## config.mk

```make
export PLATFORM = sky130hd
export DESIGN_NAME = aes_mc_multi_column
export DESIGN_NICKNAME = d
export VERILOG_FILES = /design/src/rtl/aes_mc_multi_column.sv
export SDC_FILE = /design/constraint.sdc
export NUM_CORES = 1
export LEC_CHECK = 0
export ABC_AREA = 1
export BUFFER_PORTS_ARGS = -buffer_cell sky130_fd_sc_hd__buf_4
export CAP_MARGIN = 40
export CORE_UTILIZATION = 25
export DETAILED_ROUTE_END_ITERATION = 6
export SETUP_SLACK_MARGIN = 0.5
export SYNTH_ARGS = -nofsm -noshare
export SYNTH_HDL_FRONTEND = slang
export SYNTH_SLANG_ARGS = --single-unit
```

## constraint.sdc

```tcl
create_clock -name clk -period 2.8 [get_ports clk]
set_input_delay 0.42 -clock clk [delete_from_list [all_inputs] [get_ports clk]]
set_output_delay 0.42 -clock clk [all_outputs]
set_load 0.03 [all_outputs]
```

## src/rtl/aes_mc_multi_column.sv

```systemverilog
// Sequential masked-AES MixColumns engine: applies forward or inverse MixColumns
// share-wise to D shares, NCOLS columns per cycle, with valid/ready on both sides.
module aes_mc_multi_column #(
  parameter int NCOLS = 1,
  parameter int D     = 2
) (
  input  logic           clk,
  input  logic           rst_n,
  input  logic           in_valid,
  output logic           in_ready,
  input  logic           in_inverse,
  input  logic [128*D-1:0] in_data,
  output logic           out_valid,
  input  logic           out_ready,
  output logic [128*D-1:0] out_data,
  output logic           busy
);

  localparam int N  = 4 / NCOLS;
  localparam int CW = (N > 1) ? $clog2(N) : 1;
  localparam int GW = 32 * NCOLS;

  if (!((NCOLS == 1) || (NCOLS == 2) || (NCOLS == 4)) || (D < 1)) begin : g_bad_cfg
    $error("aes_mc_multi_column: NCOLS must be 1, 2 or 4 and D must be >= 1");
  end

  typedef enum logic [1:0] {IDLE, RUN, DONE} fsm_t;

  fsm_t              fsm;
  logic [CW-1:0]     cnt;
  logic              mode;
  logic [128*D-1:0]  state;
  logic              accept;
  logic [D-1:0][GW-1:0] grp_in;
  logic [D-1:0][GW-1:0] grp_out;

  function automatic logic [7:0] xtime(input logic [7:0] a);
    return {a[6:0], 1'b0} ^ (a[7] ? 8'h1b : 8'h00);
  endfunction

  // Both directions share one xtime chain (x2, x4, x8) per byte; the mode picks the result.
  function automatic logic [31:0] mix_col(input logic [31:0] col, input logic inv);
    logic [3:0][7:0] a, x2, x4, x8, m3, m9, mb, md, me, b;
    a = col;
    for (int r = 0; r < 4; r++) begin
      x2[r] = xtime(a[r]);
      x4[r] = xtime(x2[r]);
      x8[r] = xtime(x4[r]);
      m3[r] = x2[r] ^ a[r];
      m9[r] = x8[r] ^ a[r];
      mb[r] = x8[r] ^ x2[r] ^ a[r];
      md[r] = x8[r] ^ x4[r] ^ a[r];
      me[r] = x8[r] ^ x4[r] ^ x2[r];
    end
    for (int r = 0; r < 4; r++) begin
      b[r] = inv ? (me[r] ^ mb[(r+1)%4] ^ md[(r+2)%4] ^ m9[(r+3)%4])
                 : (x2[r] ^ m3[(r+1)%4] ^ a[(r+2)%4]  ^ a[(r+3)%4]);
    end
    return b;
  endfunction

  assign accept    = in_valid && in_ready;
  assign in_ready  = (fsm == IDLE) || ((fsm == DONE) && out_ready);
  assign out_valid = (fsm == DONE);
  assign busy      = (fsm != IDLE);
  assign out_data  = state;

  // NOTE: every signal written here gets a default first, so no latch is inferred.
  always_comb begin
    grp_in  = '0;
    grp_out = '0;
    for (int s = 0; s < D; s++) begin
      for (int g = 0; g < N; g++) begin
        if (cnt == CW'(g)) grp_in[s] = state[128*s + GW*g +: GW];
      end
      for (int k = 0; k < NCOLS; k++) begin
        grp_out[s][32*k +: 32] = mix_col(grp_in[s][32*k +: 32], mode);
      end
    end
  end

  // NOTE: state is non-blocking only; the data register is reset as well so an
  // aborted transaction leaves no trace behind.
  always_ff @(posedge clk or negedge rst_n) begin
    if (!rst_n) begin
      fsm   <= IDLE;
      cnt   <= '0;
      mode  <= 1'b0;
      state <= '0;
    end else if (accept) begin
      state <= in_data;
      mode  <= in_inverse;
      cnt   <= '0;
      fsm   <= RUN;
    end else begin
      case (fsm)
        RUN: begin
          for (int s = 0; s < D; s++) begin
            for (int g = 0; g < N; g++) begin
              if (cnt == CW'(g)) state[128*s + GW*g +: GW] <= grp_out[s];
            end
          end
          if (cnt == CW'(N - 1)) fsm <= DONE;
          else                   cnt <= cnt + 1'b1;
        end
        DONE:    if (out_ready) fsm <= IDLE;
        IDLE:    fsm <= IDLE;
        default: fsm <= IDLE;
      endcase
    end
  end

endmodule

```

==> reports/metrics.yaml <==
status: "complete, but fails checks"
failed_checks: "setup timing"
antenna_found_initial: 6
finalNonFillerCells: 6447
synth_nets: 4260
max_freq_mhz: 304
layout_common_cells: "1396 x nand2_1, 1145 x buf_4, 291 x inv_1"
slowest_stage: "dfrtp_1"
cts_buffer_depth: 3
synthTopCellsByArea: "dfrtp_1 26%, nand2_1 26%, xor2_1 9.1%"
start_util_pct: 25.3
period_share_pct: 118
dpl.hpwl_mm: 119
synth_area_per_cell_sq_um: 6.25
antenna_cells: 0
syn_to_final_growth_pct: 62.6
cpPeakStageDelay_ps: 400
drc_errors: 0
first_pass_iters: 7
drive_above_1_share_pct: 38.9
clock_latency_ps: 600
fin_worst_skew_ps: 23.3
finalNetCount: 5400
die_y_microns: 318
synth.distinct_cells: 46
ys_ff_latch: 261
root_buffer: "clkbuf_16"
setup_viol: 256
clock_sinks: 261
fin_area_sq_um: 40600
synth_top_area_share_pct: 26.2
via_count: 32100
end_kind: "flip-flop"
syn_inst: 3995
grt_pass1_vias: 30200
ctsHtreeMaxLevel: 2
grt_pass1_wl_mm: 211
gr-total-overflow: 0
yosys.area.top_type: "dfrtp_1"
critPathMostFrequentCell: "buf_4"
fillerInstances: 10300
grt_max_degree: 83
die_area_sq_um: 101000
io_pins: 520
rows: 115
ys_warn_count: 0
cts_tree: "yes"
slew_headroom_pct: 47.9
hold_viol_final: 0
seq_area_sq_um: 6530
utilization_pct: 41.2
placed_area_sq_um: 36500
clkTransAtPathRegs_ps: 60
vias_per_cell: 4.98
tightest_slew_ps: 782
numCtsBuffers: 34
syn_area_sq_um: 25000
report.final.slew_viol_count: 0
hold_class: "in2reg"
die_w_microns: 318
multiInputGateArea_sq_um: 19300
gp_congestion: 1.03
cap_viol_max_count: 0
critPathLaunchType: "flip-flop"
drtIter0Drc: 3448
rsz0062_at_grt: "true"
drtAntennaViolNets: 0
critical_path_arrival_ps: 3790
avgRoutedWirePerCell_microns: 23.1
synth-seq-area-share_pct: 26.2
fin_crit_ps: 3290
crit_chain: "inv_2 > ha_4 > inv_4 > buf_12 > buf_12 > nor2_2 > nor2_1 > buf_4 > a21boi_4 > nand2_4 > nand2_8 > buf_4 > buf_4 > xnor2_1 > xnor2_1 > a21oi_1 > o21ai_0 > nand2_1 > nand2_2 > o21bai_1"
layout_commonest_cell: "nand2_1"
critical_path_class: "reg2reg"
worstPathMaxFanout: 10
final.setup.worst_slack_ps: -495
grt_usage_pct: 28.4
core_sq_um: 98600
dp_cells: 6315
totalWireLength_mm: 149
portBuffers: 519
cp.required_ps: 3290
Yosys cell counts (all sizes together):
cell and instances:
nand2 1755, or2 21, clkinv 3, a21oi 229, nand3 324, o211ai 10, o21a 1, a21o 5
inv 332, a31oi 5, dfrtp 261, nand2b 4, xnor2 92, o21bai 109, ha 4, nor2 175
nand3b 19, o22ai 2, nand4 3, buf 71, clkbuf 89, o21ai 157, a22o 43, xor2 269
a21boi 12
worst max-delay path: cells and delay by family (launching register included):
kind,cells,cell delay (ps)
buffers and inverters,7,830
AND/OR/NAND/NOR,6,730
AO/OA/AOI/OAI,4,690
flip-flops,1,400
adder cells (fa/ha/maj),1,290
XOR/XNOR,2,240
final timing paths:
check | startpoint | cells past startpoint | slack [ps] | end
min in group asynchronous | rst_n | 2 | 380 | out_data[11]$_DFFE_PN0P_
max in group asynchronous | rst_n | 3 | 1530 | mode$_DFFE_PN0P_
max | cnt[0]$_DFFE_PN0P_ | 20 | -490 | out_data[24]$_DFFE_PN0P_
max reg2reg | cnt[0]$_DFFE_PN0P_ | 20 | -490 | out_data[24]$_DFFE_PN0P_
min | in_inverse | 3 | 40 | mode$_DFFE_PN0P_
min reg2reg | out_data[199]$_DFFE_PN0P_ | 2 | 510 | out_data[199]$_DFFE_PN0P_
timing repair:
item / CTS / global route
gates resized for setup: 248 / 267
buffers inserted: 21 / 46
gates cloned: 1 / 2
hold buffers: 1 / 0
endpoints found under the hold margin: 66 / 0
pin swaps: 38 / 75
setup endpoints to repair: 256 / 256
per-stage QoR:
step | setup TNS [ps] | worst slack, ps | hold slack, ps
floorplan | 0 | 180 | 124
global placement | -128960 | -730 | 447
detailed placement | -134990 | -742 | 447
CTS | -79760 | -436 | 22.5
global route | -127520 | -626 | 47.6
finish | -88530 | -495 | 43.2
metal layers:
| layer | vias to the layer above | GRT usage, % | wire [microns] | part of all wire, % |
|---|---|---|---|---|
| li1 | 14800 | - | - | - |
| met4 | 8 | 8.63 | 5120 | 3.4 |
| met1 | 15400 | 41.6 | 67500 | 45 |
| met2 | 1605 | 40.9 | 61500 | 41 |
| met3 | 234 | 6.18 | 14900 | 10 |
| met5 | - | 0 | 54 | 0.036 |
cell type report:
type,instances,share of cell area (%)
clock buffers,46,2.33
multi-input cells,3239,47.7
flip-flops and latches,261,16.1
repair buffers,1264,26.3
inverters,335,3.18
well taps,1287,3.97
clock inverters,15,0.457
flip-flops by register name, indices dropped and copies added, names as in the netlist:
signal / flops
cnt: 2
fsm: 2
mode: 1
out_data: 256
cells by family after synthesis:
kind of cell / share of synthesized area, %
and+or+nand+nor: 37.6
AOI/OAI and AO/OA: 14.5
buffers and inverters: 8.39
xor gates and xnor gates: 13.1
DFF: 26.2
adders and majority gates: 0.201
Power is left out: the tool's default activity adds up to more than one toggle a clock period on the data nets, which glitch-free logic cannot reach.
